$ cat config.mk
export PLATFORM = sky130hd
export DESIGN_NAME = seq_shift_add_multiplier_flat
export DESIGN_NICKNAME = d
export VERILOG_FILES = /design/src/rtl/seq_mult_pkg.sv /design/src/rtl/seq_shift_add_multiplier_if.sv /design/src/rtl/seq_mult_datapath.sv /design/src/rtl/seq_shift_add_multiplier.sv /design/src/flat_wrapper.sv
export SDC_FILE = /design/constraint.sdc
export NUM_CORES = 1
export LEC_CHECK = 0
export ABC_AREA = 1
export CAP_MARGIN = 20
export CELL_PAD_IN_SITES_DETAIL_PLACEMENT = 1
export CELL_PAD_IN_SITES_GLOBAL_PLACEMENT = 1
export CORE_AREA = 2 2 77 79
export DETAILED_ROUTE_END_ITERATION = 8
export DIE_AREA = 0 0 79 81
export GPL_ROUTABILITY_DRIVEN = 1
export GPL_TIMING_DRIVEN = 0
export PLACE_DENSITY = 0.84
export SYNTH_ARGS = -nofsm -noshare
export SYNTH_HDL_FRONTEND = slang
export SYNTH_SLANG_ARGS = --single-unit
$ cat constraint.sdc
create_clock -name clk -period 1.7 [get_ports clk]
set_clock_uncertainty 0.1 [all_clocks]
set_input_delay 0.17 -clock clk [delete_from_list [all_inputs] [get_ports clk]]
set_output_delay 0.17 -clock clk [all_outputs]
set_load 0.005 [all_outputs]
$ cat src/rtl/seq_mult_pkg.sv
// Shared types for the sequential shift-add multiplier.
// Signed operation is enabled by SEQ_SHIFT_ADD_MULT_SIGNED_EN.
package seq_mult_pkg;

  typedef enum logic [1:0] {
    IDLE,
    RUN,
    FIXUP,
    DONE
  } state_e;

  function automatic int cnt_w(input int w);
    return $clog2(w + 1);
  endfunction

endpackage

$ cat src/rtl/seq_shift_add_multiplier_if.sv
// Operand/product valid-ready bundle for the shift-add multiplier.
// Width follows the WIDTH parameter; product is 2*WIDTH bits.
interface seq_shift_add_multiplier_if #(
  parameter int WIDTH = 4
);

  logic               in_valid;
  logic               in_ready;
  logic [WIDTH-1:0]   a;
  logic [WIDTH-1:0]   b;
  logic               out_valid;
  logic               out_ready;
  logic [2*WIDTH-1:0] p;
  logic               busy;

  modport master (
    output in_valid,
    output a,
    output b,
    output out_ready,
    input  in_ready,
    input  out_valid,
    input  p,
    input  busy
  );

  modport slave (
    input  in_valid,
    input  a,
    input  b,
    input  out_ready,
    output in_ready,
    output out_valid,
    output p,
    output busy
  );

endinterface

$ cat src/rtl/seq_mult_datapath.sv
// Multiplicand/multiplier/accumulator registers and add-shift step.
// SEQ_SHIFT_ADD_MULT_SIGNED_EN: operands loaded as magnitudes plus sign.
module seq_mult_datapath #(
  parameter int WIDTH = 4
) (
  input  logic               clk,
  input  logic               rst,
  input  logic               load,
  input  logic               step,
  input  logic [WIDTH-1:0]   a,
  input  logic [WIDTH-1:0]   b,
  output logic [2*WIDTH-1:0] acc,
  output logic [2*WIDTH-1:0] acc_nxt,
  output logic               neg
);

  localparam int PW = 2 * WIDTH;

  logic [PW-1:0]    mcand_q, mcand_d;
  logic [PW-1:0]    acc_q, acc_d;
  logic [WIDTH-1:0] mplier_q, mplier_d;
  logic             neg_q, neg_d;
  logic [WIDTH-1:0] a_mag, b_mag;
  logic             neg_in;

`ifdef SEQ_SHIFT_ADD_MULT_SIGNED_EN
  // -2^(W-1) negates to itself, which reads correctly as unsigned
  always_comb begin
    a_mag  = a[WIDTH-1] ? -a : a;
    b_mag  = b[WIDTH-1] ? -b : b;
    neg_in = a[WIDTH-1] ^ b[WIDTH-1];
  end
`else
  always_comb begin
    a_mag  = a;
    b_mag  = b;
    neg_in = 1'b0;
  end
`endif

  assign acc_nxt = mplier_q[0] ? acc_q + mcand_q : acc_q;

  always_comb begin
    mcand_d  = mcand_q;
    mplier_d = mplier_q;
    acc_d    = acc_q;
    neg_d    = neg_q;
    if (load) begin
      mcand_d  = {{WIDTH{1'b0}}, a_mag};
      mplier_d = b_mag;
      acc_d    = '0;
      neg_d    = neg_in;
    end else if (step) begin
      mcand_d  = mcand_q << 1;
      mplier_d = mplier_q >> 1;
      acc_d    = acc_nxt;
    end
  end

  always_ff @(posedge clk) begin
    if (rst) begin
      mcand_q  <= '0;
      mplier_q <= '0;
      acc_q    <= '0;
      neg_q    <= 1'b0;
    end else begin
      mcand_q  <= mcand_d;
      mplier_q <= mplier_d;
      acc_q    <= acc_d;
      neg_q    <= neg_d;
    end
  end

  assign acc = acc_q;
  assign neg = neg_q;

endmodule

$ cat src/rtl/seq_shift_add_multiplier.sv
// Sequential shift-add multiplier: FSM, iteration counter, handshakes.
// SEQ_SHIFT_ADD_MULT_SIGNED_EN adds a one-cycle sign FIXUP state.
module seq_shift_add_multiplier
  import seq_mult_pkg::*;
#(
  parameter int WIDTH = 4
) (
  input  logic clk,
  input  logic rst,
  seq_shift_add_multiplier_if.slave bus
);

  localparam int PW = 2 * WIDTH;
  localparam int CW = cnt_w(WIDTH);

  state_e        state_q, state_d;
  logic [CW-1:0] cnt_q, cnt_d;
  logic [PW-1:0] p_q, p_d;
  logic          load, step;
  logic [PW-1:0] acc, acc_nxt;
  logic          neg;

  seq_mult_datapath #(
    .WIDTH(WIDTH)
  ) u_dp (
    .clk    (clk),
    .rst    (rst),
    .load   (load),
    .step   (step),
    .a      (bus.a),
    .b      (bus.b),
    .acc    (acc),
    .acc_nxt(acc_nxt),
    .neg    (neg)
  );

  always_comb begin
    state_d = state_q;
    cnt_d   = cnt_q;
    p_d     = p_q;
    load    = 1'b0;
    step    = 1'b0;
    unique case (state_q)
      IDLE: begin
        if (bus.in_valid) begin
          load    = 1'b1;
          cnt_d   = CW'(WIDTH);
          state_d = RUN;
        end
      end
      RUN: begin
        step  = 1'b1;
        cnt_d = cnt_q - 1'b1;
        if (cnt_q == CW'(1)) begin
`ifdef SEQ_SHIFT_ADD_MULT_SIGNED_EN
          state_d = FIXUP;
`else
          p_d     = acc_nxt;
          state_d = DONE;
`endif
        end
      end
      FIXUP: begin
        p_d     = neg ? -acc : acc;
        state_d = DONE;
      end
      DONE: begin
        if (bus.out_ready) state_d = IDLE;
      end
    endcase
  end

  always_ff @(posedge clk) begin
    if (rst) begin
      state_q <= IDLE;
      cnt_q   <= '0;
      p_q     <= '0;
    end else begin
      state_q <= state_d;
      cnt_q   <= cnt_d;
      p_q     <= p_d;
    end
  end

  assign bus.in_ready  = (state_q == IDLE);
  assign bus.busy      = (state_q != IDLE);
  assign bus.out_valid = (state_q == DONE);
  assign bus.p         = p_q;

endmodule

$ cat src/flat_wrapper.sv
// flat-port wrapper written by rule: the top's interface ports become plain ports
module seq_shift_add_multiplier_flat import seq_mult_pkg::*;
#(
  parameter int WIDTH = 4
)
  (clk, rst, bus_in_valid, bus_a, bus_b, bus_out_ready, bus_in_ready, bus_out_valid, bus_p, bus_busy);
  seq_shift_add_multiplier_if #(.WIDTH(WIDTH)) bus_i ();
  input  logic clk;
  input  logic rst;
  input wire logic [$bits(bus_i.in_valid)-1:0] bus_in_valid;
  input wire logic [$bits(bus_i.a)-1:0] bus_a;
  input wire logic [$bits(bus_i.b)-1:0] bus_b;
  input wire logic [$bits(bus_i.out_ready)-1:0] bus_out_ready;
  output wire logic [$bits(bus_i.in_ready)-1:0] bus_in_ready;
  output wire logic [$bits(bus_i.out_valid)-1:0] bus_out_valid;
  output wire logic [$bits(bus_i.p)-1:0] bus_p;
  output wire logic [$bits(bus_i.busy)-1:0] bus_busy;
  assign bus_i.in_valid = bus_in_valid;
  assign bus_i.a = bus_a;
  assign bus_i.b = bus_b;
  assign bus_i.out_ready = bus_out_ready;
  assign bus_in_ready = bus_i.in_ready;
  assign bus_out_valid = bus_i.out_valid;
  assign bus_p = bus_i.p;
  assign bus_busy = bus_i.busy;
  seq_shift_add_multiplier #(.WIDTH(WIDTH)) u_core (.clk(clk), .rst(rst), .bus(bus_i));
endmodule
==> out/metrics.csv <==
metric;value;unit
PortBufs;22;
failing checks;negative setup slack;
hold path startpoint;bus_b[3];
VDD IR-drop max;0.7519;mV
final setup violation count;9;
Post-Syn Instances;272;
number of CTS-inserted buffers;5;
Crit. Startpoint;u_core.u_dp.mcand_q[0];
sequential power share;28.2;%
Core ar.;0.005675;sq mm
CP Max Fanout;3;
ant diodes;0;
#FFs+latches synth;33;
most common cell after layout, fill and taps aside;nand2_1;
worst setup path endpoint;u_core.bus.p[6];
RSZ-0062 raised after global routing;yes;
sequential share of the synthesized area;34.31;%
I/O pin count;23;
clock sink total;33;
FP Rows;28;
Period minus WS final;1.848;ns
most frequent cells in the layout;60 x nand2_1, 34 x a21oi_1, 33 x inv_1, 25 x dfxtp_1, 20 x clkdlybuf4s50_1;
synth unique cells;32;
Worst R2R Start;u_core.u_dp.mcand_q[0];
Die Ht;81;um
GR Overflow Total;0;
drt drc;0;
die area;0.006399;sq mm
initial antenna violation count;0;
worst skew pair latency;0.30;ns
net count after synthesis;299;
share of cells above drive strength 1;27.76;%
Worst Hold Class;in2reg;
vias;2015;
Pint;2.578;mW
vias in the first global route;2035;
H-tree depth;2;
die width;79;um
clock buffer depth;2;
Clk pwr share;17.6;%
first-pass GRT wire length;9.618;mm
setup tns final;-0.7237;ns
routed wire length;6.547;mm
Yosys warnings;0;
CP Capture Type;flip-flop;
switch share;42.80;%
CTS clock-pin slew for the worst setup and hold paths;0.07;ns
DR pass1 iterations;4;
power density over the cells;1643;mW/mm^2
root buffer cell;clkbuf_8;
Net Sw Power;1.929;mW
DP HPWL;3.780;mm
Antenna Violating Nets Remaining;0;
WL/cell;16.70;um
r2r setup slk;-0.15;ns
Max Slew Vio Count;0;
Mean Syn Cell Area;7.079;sq um
reg2reg path depth;13;
Mapped Area;0.001926;sq mm
worst endpoint required time;1.76;ns
slew margin rel.;59.32;%
non-filler cells, final;392;
Filler Cell Count;717;
Setup crit start kind;flip-flop;
initial drt markers;107;
Crit Path Class;reg2reg;
Initial Utilization;33.93;%
Worst Slack Setup Final;-0.1482;ns
r2r endpoint;u_core.bus.p[6];
Hold Path Stages;3;
Tot GR Track Use;19.82;%
nets;343;
Lkg Pwr;1.178;nW
status;finished with violations;
RePlAce Congestion;0.8072;
TritonCTS clock tree;yes;
Hold Vio Cnt, Final;0;
Area growth syn-to-layout;42.50;%
largest net degree at the start of global routing;11;
Power Total;4.508;mW
FMAX;541.1;MHz
combinational power share;54.3;%
DR vias/cell;5.140;
Least-Margin Pin Slew;0.6102;ns
# hold bufs at CTS;0;
max-cap check violation count;0;
Worst EP arrival;1.91;ns
crit share post-route;108.7;%
Placed Instances;369;
==> worst min-delay path by stage <==
stage | to | slack, ns
after floorplan | u_core.u_dp.mcand_q[0] | 0.21
after global placement | u_core.u_dp.mplier_q[3] | 0.35
after detailed placement | u_core.u_dp.mplier_q[3] | 0.36
after CTS | u_core.u_dp.mplier_q[3] | 0.32
after global routing | u_core.u_dp.mplier_q[3] | 0.34
final | u_core.u_dp.mplier_q[3] | 0.33
==> critical path: stages, from the launching register on <==
cell and delay, ns:
dfxtp_2 0.36, ha_4 0.14, inv_2 0.03, fa_2 0.35, inv_2 0.08, nand2_4 0.07, nand2_4 0.09, nand3b_4 0.08
nand2_1 0.07, nand2_1 0.08, nand3_2 0.08, nand3_2 0.07, nand2_2 0.07, a21oi_2 0.04
==> sequential cells by signal (all words and copies together), names as in the netlist <==
register / count
u_core.bus.p: 8
u_core.state_q: 2
u_core.u_dp.mcand_q: 8
u_core.u_dp.mplier_q: 4
u_core.cnt_q: 3
u_core.u_dp.acc: 8
==> metrics by stage <==
stage | setup WS, ns | area, sq um | util [%] | hold slack, ns
after detailed placement | -0.1455 | 2250 | 39.64 | 0.3565
final | -0.1482 | 2744 | 48.35 | 0.3264
after CTS | -0.1002 | 2530 | 44.58 | 0.3240
after floorplan | 0.02137 | 1936 | - | 0.2107
after global placement | -0.1283 | 2250 | 39.64 | 0.3519
after global routing | -0.2357 | 2744 | 48.35 | 0.3390
==> repair_timing <==
action,CTS,global route
pin swaps,4,15
resized for setup,29,44
cloned,0,1
setup endpoints to repair,33,22
setup buffers,6,9
==> cell families (layout without fill, tap and decap cells) <==
group           count (synthesis)  count (layout)  synth area share [%]
compound gates                 73              73                 20.99
xor+xnor                        2               2                0.9098
fa+ha+maj                      15              15                 10.14
buf+inv                        50              95                 11.31
flops                          33              33                 34.31
simple gates                   99              99                 22.35
==> layout make-up <==
| type | count | area [sq um] | area share, % |
|---|---|---|---|
| Timing Repair Buffer | 36 | 337.8 | 12.31 |
| Clock buffer | 7 | 86.33 | 3.146 |
| Buffer | 9 | 57.56 | 2.098 |
| Multi-Input combinational cell | 189 | 1272 | 46.37 |
| Sequential cell | 33 | 680.7 | 24.81 |
| Clock inverter | 1 | 30.03 | 1.094 |
| Inverter | 41 | 178.9 | 6.521 |
| Tap cell | 75 | 93.84 | 3.420 |
| Timing Repair inverter | 1 | 6.256 | 0.2280 |
==> layer usage <==
metal	wire length (um)	vias to the layer above	track usage [%]
met5	0	-	0
met4	297	0	9.310
met3	244	25	5.444
met2	3322	40	34.58
met1	2683	974	22.54
li1	-	976	-
==> power by group through the flow <==
stage | Clock [mW] | Combinational (mW) | Sequential, mW
2_1_floorplan | 0 | 1.22 | 1.17
3_3_place_gp | 0 | 1.78 | 1.21
3_5_place_dp | 0 | 1.84 | 1.21
4_1_cts | 0.801 | 2.04 | 1.24
5_1_grt | 0.826 | 2.72 | 1.29
6_report | 0.791 | 2.45 | 1.27
==> synth_stat cells, drive strengths merged <==
library cell,number,area [sq um]
a211oi,1,7.510
a21oi,47,265.3
a31oi,2,12.51
buf,4,35.03
clkbuf,5,18.77
clkinv,1,8.760
dfxtp,33,660.6
fa,1,20.02
ha,14,175.2
inv,40,155.1
nand2,67,254.0
nand3,18,95.09
nand3b,2,18.77
nand4,1,6.260
nor2,6,22.52
o21ai,23,118.9
or2,5,33.79
xnor2,1,8.760
xor2,1,8.760
No activity file was read; power rests on OpenSTA's default activity.
